### src/rtl/ohsm_one_hot_fsm_if.sv
// Bus bundle for the one-hot phase sequencer: the start request in, the
// binary phase code out.
interface ohsm_one_hot_fsm_if;
  logic       start;
  logic [2:0] SGlobal;

  modport master (output start, input  SGlobal);
  modport slave  (input  start, output SGlobal);
endinterface

### src/rtl/ohsm_one_hot_fsm.sv
// Five-phase one-hot sequencer: it steps once per rising edge of start and
// publishes the current phase as a 3-bit code, with illegal states reported as 111.
module ohsm_one_hot_fsm (
  input  logic                 clk,
  input  logic                 reset,
  ohsm_one_hot_fsm_if.slave    bus
);

  typedef enum logic [4:0] {
    S0 = 5'b00001,
    S1 = 5'b00010,
    S2 = 5'b00100,
    S3 = 5'b01000,
    S4 = 5'b10000
  } state_e;

  // The register is plain logic, not state_e, so that it can represent corrupted
  // patterns. The recovery logic has to see those patterns.
  logic [4:0] state_q, state_d;
  logic       start_q;
  logic       adv;
  logic [2:0] sglobal;

  assign adv = bus.start & ~start_q;

  // NOTE: every always_comb output gets a default first, and each case has a
  // default arm, so no path infers a latch.
  always_comb begin
    state_d = state_q;
    case (state_q)
      S0:      if (adv) state_d = S1;
      S1:      if (adv) state_d = S2;
      S2:      if (adv) state_d = S3;
      S3:      if (adv) state_d = S4;
      S4:      if (adv) state_d = S0;
      default: state_d = S0;
    endcase
  end

  // NOTE: sequential state uses non-blocking assignments, so every register
  // samples values from before the edge.
  always_ff @(posedge clk) begin
    if (!reset) begin
      state_q <= S0;
      start_q <= 1'b0;
    end else begin
      state_q <= state_d;
      start_q <= bus.start;
    end
  end

  always_comb begin
    sglobal = 3'b111;
    case (state_q)
      S0:      sglobal = 3'd0;
      S1:      sglobal = 3'd1;
      S2:      sglobal = 3'd2;
      S3:      sglobal = 3'd3;
      S4:      sglobal = 3'd4;
      default: sglobal = 3'b111;
    endcase
  end

  assign bus.SGlobal = sglobal;

endmodule

### src/flat_wrapper.sv
// flat-port wrapper written by rule: the top's interface ports become plain ports
module ohsm_one_hot_fsm_flat 
  (clk, reset, bus_start, bus_SGlobal);
  ohsm_one_hot_fsm_if bus_i ();
  input  logic clk;
  input  logic reset;
  input wire logic [$bits(bus_i.start)-1:0] bus_start;
  output wire logic [$bits(bus_i.SGlobal)-1:0] bus_SGlobal;
  assign bus_i.start = bus_start;
  assign bus_SGlobal = bus_i.SGlobal;
  ohsm_one_hot_fsm u_core (.clk(clk), .reset(reset), .bus(bus_i));
endmodule
### config.mk
export PLATFORM = sky130hd
export DESIGN_NAME = ohsm_one_hot_fsm_flat
export DESIGN_NICKNAME = d
export VERILOG_FILES = /design/src/rtl/ohsm_one_hot_fsm_if.sv /design/src/rtl/ohsm_one_hot_fsm.sv /design/src/flat_wrapper.sv
export SDC_FILE = /design/constraint.sdc
export NUM_CORES = 1
export LEC_CHECK = 0
export CAP_MARGIN = 20
export CORE_AREA = 2 2 39 41
export CTS_BUF_LIST = sky130_fd_sc_hd__clkbuf_4
export DETAILED_ROUTE_END_ITERATION = 6
export DIE_AREA = 0 0 41 43
export GPL_TIMING_DRIVEN = 0
export PLACE_DENSITY = 0.57
export SETUP_SLACK_MARGIN = 0.05
export SLEW_MARGIN = 20
export SYNTH_ARGS = -nofsm -noshare
export SYNTH_HDL_FRONTEND = slang
export SYNTH_SLANG_ARGS = --single-unit
### constraint.sdc
create_clock -name clk -period 1.4 [get_ports clk]
set_clock_uncertainty 0.1 [all_clocks]
set_input_delay 0.42 -clock clk [delete_from_list [all_inputs] [get_ports clk]]
set_output_delay 0.42 -clock clk [all_outputs]
set_load 0.01 [all_outputs]
Word level (Yosys, flattened, before mapping)
Index checks and enable logic that the tools add are counted.
- bits in registers: 6
- input port bits: 3
- output and inout bits: 3
- word-level logic and storage cells: 22
- eq/ne operators: 10
- multiplexer cells: 7
- bitwise operators: 2
- reductions and logical operators: 1
- operators with widths (cell ; number):
    5-bit two-way mux ; 5
    5-bit one-hot mux with 5 select lines ; 1
    3-bit one-hot mux with 5 select lines ; 1
    2-bit by 1-bit inequality test with 1-bit output, second input constant ; 5
    5-bit by 1-bit == test with 1-bit output, second input constant ; 1
    5-bit by 2-bit == test with 1-bit output, second input constant ; 1
    5-bit by 3-bit == test with 1-bit output, second input constant ; 1
    5-bit by 4-bit == test with 1-bit output, second input constant ; 1
    5-bit == test, second input constant ; 1
    5-bit AND reduction ; 1
    1-bit bitwise AND ; 1
    1-bit NOT ; 1

Longest topological paths before layout
Gate-level depths: netlist (run 1).
- depth after elaboration: 4
- depth in mapped cells: 5
- mapped depth without buffers: 4

Worst setup path before layout (run 1)
No wires, ideal clock.
- kind: register -> output
- start point: reg u_core.state_q[1]
- end point: out bus_SGlobal[1]
- arrival time: 1.040 ns
- data required time: 0.880 ns
- setup slack: -0.160 ns
- cell stages (with the launch flop): 6
- buffers on the path: 1
- cells stage by stage: dfxtp_1 -> clkbuf_8 -> xnor2_1 -> nor2_1 -> a21oi_1 -> or3_1
- longest elaborated chain between the ends: 2
- elaborated cells on any way between the ends: 6
- classes of those cells: 5 x eq/ne; 1 x mux
- RTL lines (what ; RTL line ; text):
    start: declaration ; ohsm_one_hot_fsm.sv:19 ; logic [4:0] state_q, state_d;
    start signal: assignment ; ohsm_one_hot_fsm.sv:47 ; state_q <= state_d;
    5-bit == test (tied with other cells) ; ohsm_one_hot_fsm.sv:54 ; case (state_q)
    3-bit one-hot mux with 5 select lines (*) ; ohsm_one_hot_fsm.sv:54 ;
    end: declaration ; flat_wrapper.sv:8 ; output wire logic [$bits(bus_i.SGlobal)-1:0] bus_SGlobal;
Mark *: on every way between the ends. The rest lies on a longest branch, timed or not.

Worst setup path after layout (run 1)
Same ends and word-level chain as after synthesis.

==> flow_metrics.py, run 1 <==
metrics = {
    "detailed_routing": {
        "ant_nets": 0,
        "drc": 0,
        "avgRoutedWirePerCell_um": 11.5,
        "drt_iter0_markers": 3,
        "routed_wl_um": 1070,
        "routed-via-count": 477,
        "viasPerCell": 5.13,
        "drt_first_pass_iters": 4,
    },
    "power": {
        "power.density_nw_per_um2": 778,
        "fin_total_pwr_uw": 544,
        "clkPwrFrac": 0.278,
        "switching_share": 0.291,
        "p_switching_uw": 158,
        "peakVddDrop_uv": 469,
        "p_int_uw": 386,
        "combPwrFrac": 0.379,
        "p_leak_nw": 0.317,
        "power_frac_seq": 0.342,
    },
    "synth": {
        "syn_nets": 57,
        "synth.distinct_cells": 29,
        "syn_area_um2": 474,
        "ys_warn_count": 0,
        "synthCells": 54,
        "synth-edff-count": 0,
        "async_flop_share": 0,
        "ys_seq_elements": 6,
        "synth_area_per_cell_um2": 8.78,
        "ys.flop_type": "dfxtp_1",
        "ys_seq_area_frac": 0.253,
    },
    "sta": {
        "setup_viol": 6,
        "hold_viol": 0,
        "max-slew-margin-rel": 0.834,
        "min_period_over_period": 1.35,
        "worst_slack_ns": -0.486,
        "worst_pin_slew_ns": 0.248,
        "finalMaxSlewViolations": 0,
        "finalCriticalPeriod_ns": 1.89,
        "max_freq_ghz": 0.530,
        "grt_setup_unrepaired": "true",
    },
    "placement": {
        "io_buffers": 5,
        "dp_slack_ns": -0.629,
        "gp_congestion": 0.725,
        "dp_hpwl_um": 638,
        "post_dp_cell_area_um2": 544,
    },
    "setup_path": {
        "timing.rr.start": "u_core.state_q[2]",
        "worstPathArrival_ns": 1.37,
        "cp_max_fo": 7,
        "path_class": "flop to primary output",
        "cp.required_ns": 0.88,
        "cp-end-kind": "primary output",
        "cp-start-kind": "flop",
        "critPathLaunch": "u_core.state_q[1]",
    },
    "run_status": {
        "status": "finished with violations",
        "violations": "setup timing",
    },
    "clock_tree": {
        "insertion_delay_ns": 0.24,
        "tritoncts": "done",
        "clkSinkCount": 6,
        "numCtsBuffers": 3,
        "clockBufferDepth": 2,
        "cts.clk_slew.worst_paths_ns": 0.04,
        "cts_htree_levels": 1,
        "cts_hold_buf": 0,
        "clock_tree.root_cell": "clkbuf_4",
    },
    "layout": {
        "final_cell_mix": "buf_4, nor2_1, buf_2, buf_6, dfxtp_1",
        "antennaDiodeCount": 0,
        "postLayoutCellArea_um2": 699,
        "layout_commonest_cell": "buf_4",
        "fillers": 137,
        "postLayoutCoreUtil": 0.505,
        "final_layout_size_suffix_gt1_frac": 0.506,
        "num-nets-final": 82,
        "syn_to_final_growth_pct": 47.5,
    },
    "global_routing": {
        "grt_usage": 0.144,
        "grt_overflow": 0,
        "antenna_found_initial": 0,
        "grt_max_degree": 11,
        "grt_pass1_vias": 424,
        "grt_pass1_wl_um": 1750,
    },
    "flow_run": {
        "maxCapViolations": 0,
    },
    "floorplanning": {
        "die_h_um": 43,
        "die_x_um": 41,
        "ioPinCount": 6,
        "floorplan.core_area_um2": 1380,
        "start_util": 0.343,
        "fp.dieArea_um2": 1760,
        "rows": 14,
    },
    "worst_hold_path": {
        "hp-start": "bus_start",
        "min_path_type": "input port to flop",
    },
}
synthesized netlist by cell type, types with 2 or more instances:
library cell,n,area (um2)
a21oi_1,2,10.0
and2_1,2,12.5
buf_6,3,33.8
dfxtp_1,6,120
inv_1,2,7.51
mux2i_1,3,30.0
nand2_1,3,11.3
nand3_1,2,10.0
nand4_1,2,12.5
nor2_1,9,33.8
o211ai_1,2,15.0
path summary, 6_finish.rpt:
path	end	slack, ns	depth (start not counted)
worst max-delay path	bus_SGlobal[1]	-0.49	6
worst min-delay path	u_core.start_q	0.43	2
worst max register to register	u_core.state_q[0]	-0.15	7
worst min register to register	u_core.state_q[0]	0.54	2
per-stage QoR:
step	cells	hold WS, ns	TNS, ns
after floorplan	54	0.399	-0.235
after global placement	75	0.491	-3.80
after detailed placement	75	0.504	-3.71
after CTS	90	0.433	-1.55
after global routing	93	0.463	-2.04
final	93	0.433	-1.67
timing repair:
action                                  in CTS  in global routing
endpoints found under the setup margin       8                  7
buffers inserted                            12                  4
cloned                                       0                  0
pin swaps                                    6                  5
gates resized for setup                     20                  2
flip-flops by register name, indices dropped and copies added (netlist names):
name	flops
u_core.start_q	1
u_core.state_q	5
routing by layer:
| metal | routed length (um) | GRT usage | vias to the layer above |
|---|---|---|---|
| li1 | - | - | 233 |
| met1 | 457 | 0.182 | 236 |
| met2 | 563 | 0.216 | 8 |
| met3 | 46 | 0.0785 | 0 |
| met4 | 0 | 0.0200 | 0 |
| met5 | 0 | 0 | - |
layout make-up:
class / instances / area, um2 / area share
plain buffers: 5 / 53.8 / 0.0769
clock buffers: 3 / 22.5 / 0.0322
inverters: 2 / 7.51 / 0.0107
multi-input cells: 41 / 310 / 0.444
flip-flops and latches: 6 / 123 / 0.175
well taps: 16 / 20.0 / 0.0286
repair buffers: 20 / 163 / 0.233
critical path, stage by stage (launching register included):
cell and delay, ns:
dfxtp_2 0.33, buf_8 0.13, xnor2_1 0.11, nor2_1 0.08
a21oi_1 0.04, or3_1 0.29, buf_2 0.14
power groups by stage:
stage,logic [mW],clock network [mW],registers [mW]
2_1_floorplan,0.119,0,0.187
3_3_place_gp,0.177,0,0.188
3_5_place_dp,0.178,0,0.188
4_1_cts,0.193,0.160,0.185
5_1_grt,0.224,0.165,0.186
6_report,0.206,0.151,0.186
kinds of logic after synthesis:
kind of cell    count (synthesis)  synth area share
simple gates                   25             0.282
compound gates                 10             0.203
buf+inv                         7             0.127
flops                           6             0.253
xor+xnor                        3            0.0713
mux                             3            0.0633
No activity file was read; power rests on OpenSTA's default activity.
==> run 2, diff against run 1 <==
- RECOVER_POWER: default -> 100
- SKIP_LAST_GASP: default -> 1
==> flow_metrics.py, run 2 (same netlist as run 1, synthesis figures left out) <==
metrics = {
    "setup_path": {
        "worstPathArrival_ns": 1.37,
        "cp-end-kind": "primary output",
        "timing.rr.start": "u_core.state_q[2]",
        "crit_end": "bus_SGlobal[1]",
        "critPathLaunch": "u_core.state_q[1]",
        "reg2regPathDepth": 7,
        "path_class": "flop to primary output",
        "ff2ff_setup_slack_ns": -0.15,
        "cp_max_fo": 7,
        "cp.required_ns": 0.88,
        "timing.rr.end": "u_core.state_q[0]",
        "cp-start-kind": "flop",
    },
    "layout": {
        "largest_reg_flops": 5,
        "final_layout_size_suffix_gt1_frac": 0.506,
        "num-nets-final": 82,
        "largest_register": "u_core.state_q",
        "final_cell_mix": "buf_4, nor2_1, buf_2, dfxtp_1",
        "layout_commonest_cell": "buf_4",
        "postLayoutCoreUtil": 0.503,
        "reg.largest.list": "u_core.state_q: 5 flops, u_core.start_q: 1 flops",
        "antennaDiodeCount": 0,
        "postLayoutCellArea_um2": 696,
        "syn_to_final_growth_pct": 46.7,
    },
    "detailed_routing": {
        "dr_wl_met2_um": 563,
        "viasPerCell": 5.10,
        "drc": 0,
        "ant_nets": 0,
        "drt_iter0_markers": 3,
        "met1_length_um": 456,
        "drt_first_pass_iters": 4,
        "met3_length_um": 45,
        "avgRoutedWirePerCell_um": 11.5,
        "maxUsedRoutingLayer": "met3",
        "routed-via-count": 474,
        "routed_wl_um": 1070,
    },
    "clock_tree": {
        "clockBufferDepth": 2,
        "numCtsBuffers": 3,
        "cts_htree_levels": 1,
        "clock_tree.root_cell": "clkbuf_4",
        "insertion_delay_ns": 0.24,
        "clkSinkCount": 6,
        "cts.clk_slew.worst_paths_ns": 0.04,
        "tritoncts": "done",
        "cts_hold_buf": 0,
    },
    "placement": {
        "gp_congestion": 0.725,
        "post_dp_cell_area_um2": 544,
        "io_buffers": 5,
        "dp_slack_ns": -0.629,
        "dp_hpwl_um": 638,
    },
    "sta": {
        "grt_setup_unrepaired": "true",
        "min_period_over_period": 1.35,
        "worst_slack_ns": -0.486,
        "setup_viol": 6,
        "max_freq_ghz": 0.530,
        "finalCriticalPeriod_ns": 1.89,
        "hold_viol": 0,
        "finalMaxSlewViolations": 0,
        "worst_pin_slew_ns": 0.251,
        "max-slew-margin-rel": 0.832,
    },
    "global_routing": {
        "grt_overflow": 0,
        "grt_usage": 0.144,
        "antenna_found_initial": 0,
        "grt_pass1_vias": 424,
        "grt_max_degree": 11,
        "grt_pass1_wl_um": 1750,
    },
    "power": {
        "p_leak_nw": 0.316,
        "peakVddDrop_uv": 469,
        "power.density_nw_per_um2": 781,
    },
    "run_status": {
        "status": "finished with violations",
        "violations": "setup timing",
    },
    "flow_run": {
        "maxCapViolations": 0,
    },
    "floorplanning": {
        "die_x_um": 41,
        "die_h_um": 43,
        "floorplan.core_area_um2": 1380,
        "start_util": 0.343,
        "ioPinCount": 6,
        "fp.dieArea_um2": 1760,
        "rows": 14,
    },
    "worst_hold_path": {
        "min_path_type": "input port to flop",
    },
}
-- run 2: changes by cell type in the layout (fill, tap and decap cells not counted), sizes merged --
cell and change:
clkdlybuf4s50 -1, dlygate4sd3 +1
-- run 2: worst min-delay path by stage --
stage	endpoint	cells after the start	start
floorplan	u_core.state_q[0]	1	reset
finish	u_core.start_q	2	bus_start
global placement	u_core.state_q[3]	3	u_core.state_q[3]
CTS	u_core.start_q	2	bus_start
detailed placement	u_core.state_q[3]	3	u_core.state_q[3]
global route	u_core.start_q	2	bus_start
-- run 2: repair_timing --
action                                  in CTS  in global routing
pin swaps                                    6                  5
endpoints found under the setup margin       8                  7
buffers inserted                            12                  4
gates resized for setup                     20                  2
endpoints found under the hold margin        0                  0
-- run 2: final cells by class --
type                       instances  area, um2
fill                             137        688
clock buffer                       3       22.5
inverter                           2       7.51
sequential                         6        123
buffer                             5       50.0
multi-input combinational         41        310
tap                               16       20.0
timing repair buffer              20        163
-- run 2: power by group --
| group | switching, mW | internal [mW] |
|---|---|---|
| clock | 0.0548 | 0.0964 |
| combinational | 0.0986 | 0.107 |
| sequential | 0.00482 | 0.181 |
| total | 0.158 | 0.385 |
-- run 2: metal layers --
layer	global-route usage	up-vias
met3	0.0785	0
met5	0	-
met4	0.0200	0
met2	0.216	6
met1	0.182	235
li1	-	233
-- run 2: critical path, stage by stage (launching register included) --
cell	delay, ns
dfxtp_2	0.33
buf_8	0.13
xnor2_1	0.11
nor2_1	0.08
a21oi_1	0.04
or3_1	0.29
buf_2	0.14
-- run 2: stage by stage --
step / hold slack (ns) / TNS (ns) / std cells / power, mW
3_5_place_dp: 0.504 / -3.71 / 75 / 0.365
4_1_cts: 0.433 / -1.55 / 90 / 0.539
3_3_place_gp: 0.491 / -3.80 / 75 / 0.364
6_report: 0.433 / -1.70 / 93 / 0.543
5_1_grt: 0.463 / -2.13 / 93 / 0.574
2_1_floorplan: 0.399 / -0.235 / 54 / 0.306
==> edit (config.mk and constraints of run 2) <==
Make the reset (`reset`) asynchronous in one clocked block.
--- a/src/rtl/ohsm_one_hot_fsm.sv
+++ b/src/rtl/ohsm_one_hot_fsm.sv
@@ -39,7 +39,7 @@
 
   // NOTE: sequential state uses non-blocking assignments, so every register
   // samples values from before the edge.
-  always_ff @(posedge clk) begin
+  always_ff @(posedge clk or negedge reset) begin
     if (!reset) begin
       state_q <= S0;
       start_q <= 1'b0;
Function: differs if reset is asserted again (counterexample within 4 cycles, from zero or initial values and one cycle with reset low); with reset held inactive, the same outputs for 10 cycles.
==> edit against run 2 <==
- the flow still finishes with violations (setup timing)
- design area down 9.4%
- hold slack worse by 0.055 ns
- wire length about the same
- core utilization down 4.7 points
- area after synthesis down 11%
- die area unchanged
- sequential cell count unchanged
- power up 4.5%
- largest cell class unchanged
- worst setup slack worse by 0.071 ns
==> edit: results (changes against run 2) <==
\begin{tabular}{lr}
\hline
Metric & Value \\
\hline
\multicolumn{2}{l}{\textbf{Setup path}} \\
Critical Path AT & 1.44 ns (was 1.37 ns) \\
Worst-case register-to-register setup slack & -0.07 ns (was -0.15 ns) \\
Largest stage delay on the critical path & 0.54 ns (was 0.33 ns) \\
R2r startpoint & u\_core.state\_q[0] (was u\_core.state\_q[2]) \\
Endpoint of the worst-slack reg-to-reg timing path & u\_core.state\_q[0] (unchanged) \\
Slowest CP cell & sky130\_fd\_sc\_hd\_\_dfstp\_2 (was sky130\_fd\_sc\_hd\_\_dfxtp\_2) \\
CP Capture Point & bus\_SGlobal[2] (was bus\_SGlobal[1]) \\
Gate family responsible for the most delay along the worst path & flip-flops (was simple AND/OR/NAND/NOR gates) \\
\multicolumn{2}{l}{\textbf{Logic synthesis}} \\
Proportion of register bits with asynchronous set or reset after synthesis & 100\% (was 0\%) \\
Portion of the post-synthesis area used by sequential elements & 35.7\% (was 25.3\%) \\
Syn Nets & 50 (was 57) \\
Dominant cells by area after synthesis & sky130\_fd\_sc\_hd\_\_dfrtp\_1 29\%, sky130\_fd\_sc\_hd\_\_nand2b\_1 7.4\%, sky130\_fd\_sc\_hd\_\_dfstp\_2 6.2\% (was sky130\_fd\_sc\_hd\_\_dfxtp\_1 25\%, sky130\_fd\_sc\_hd\_\_nor2\_1 7.1\%, sky130\_fd\_sc\_hd\_\_buf\_6 7.1\%) \\
Dominant synthesized flop cell & sky130\_fd\_sc\_hd\_\_dfrtp\_1 (was sky130\_fd\_sc\_hd\_\_dfxtp\_1) \\
\multicolumn{2}{l}{\textbf{Finish}} \\
Fraction of final layout cells sized beyond drive strength 1 & 42.4\% (was 50.6\%) \\
\multicolumn{2}{l}{\textbf{GRT}} \\
Global routing met1 resource utilization & 18.2\% (about the same) \\
\multicolumn{2}{l}{\textbf{Timing}} \\
Setup TNS & -1.58 ns (was -1.70 ns) \\
Final setup fails & 4 (was 6) \\
Worst setup slack after layout & -0.557 ns (was -0.486 ns) \\
\multicolumn{2}{l}{\textbf{Run status}} \\
Violated checks & setup timing (unchanged) \\
Run status & complete, but fails checks (unchanged) \\
\multicolumn{2}{l}{\textbf{Pwr}} \\
Worst-case vdd ir drop & 0.313 mV (was 0.469 mV) \\
\multicolumn{2}{l}{\textbf{Placed design}} \\
Post-detailed-placement half-perimeter wirelength & 596 um (was 638 um) \\
Placed Cells & 68 (was 75) \\
\multicolumn{2}{l}{\textbf{Routing}} \\
Average vias per placed instance & 4.93 (was 5.10) \\
Starting DRC count in detailed routing & 2 (was 3) \\
\hline
\end{tabular}
edit: area by class of cell:
cell class / instances / area, um^2
fill: 138 / 753
multi-input combinational: 36 / 272
sequential: 6 / 151
timing repair buffer: 15 / 113
buffer: 4 / 41.3
clock buffer: 4 / 30.0
tap: 16 / 20.0
inverter: 1 / 3.75
edit: stage by stage:
step / power (uW) / instance area, um^2
after floorplan: 273 / 428
after global placement: 327 / 498
after detailed placement: 328 / 498
after CTS: 527 / 554
after global routing: 599 / 631
final: 568 / 631
edit: logic make-up (layout without fill, tap and decap cells):
kind of cell	Yosys count	after routing	synth area share [%]
compound gates	12	12	19.5
flops	6	6	35.7
xor+xnor	3	3	6.20
simple gates	20	20	29.5
mux	1	1	2.36
buf+inv	5	24	6.78
edit: routing by layer:
| metal | part of all wire [%] | wire (um) | vias up |
|---|---|---|---|
| met5 | 0 | 0 | - |
| met4 | 3.0 | 32 | 0 |
| met3 | 2.3 | 25 | 2 |
| met2 | 43 | 459 | 7 |
| met1 | 52 | 549 | 187 |
| li1 | - | - | 208 |
edit: worst register-to-register path, cell delays in order (launching register included):
cell,delay (ns)
sky130_fd_sc_hd__dfstp_2,0.54
sky130_fd_sc_hd__buf_6,0.13
sky130_fd_sc_hd__buf_4,0.11
sky130_fd_sc_hd__buf_6,0.09
sky130_fd_sc_hd__buf_4,0.09
sky130_fd_sc_hd__nor2_1,0.04
sky130_fd_sc_hd__and4_1,0.15
sky130_fd_sc_hd__nor3_2,0.14
edit: repair_timing:
action | in CTS | in global routing
gates resized for setup | 15 | 13
pin swaps | 2 | 4
setup buffers | 4 | 6
setup endpoints to repair | 7 | 5
cloned | 0 | 0
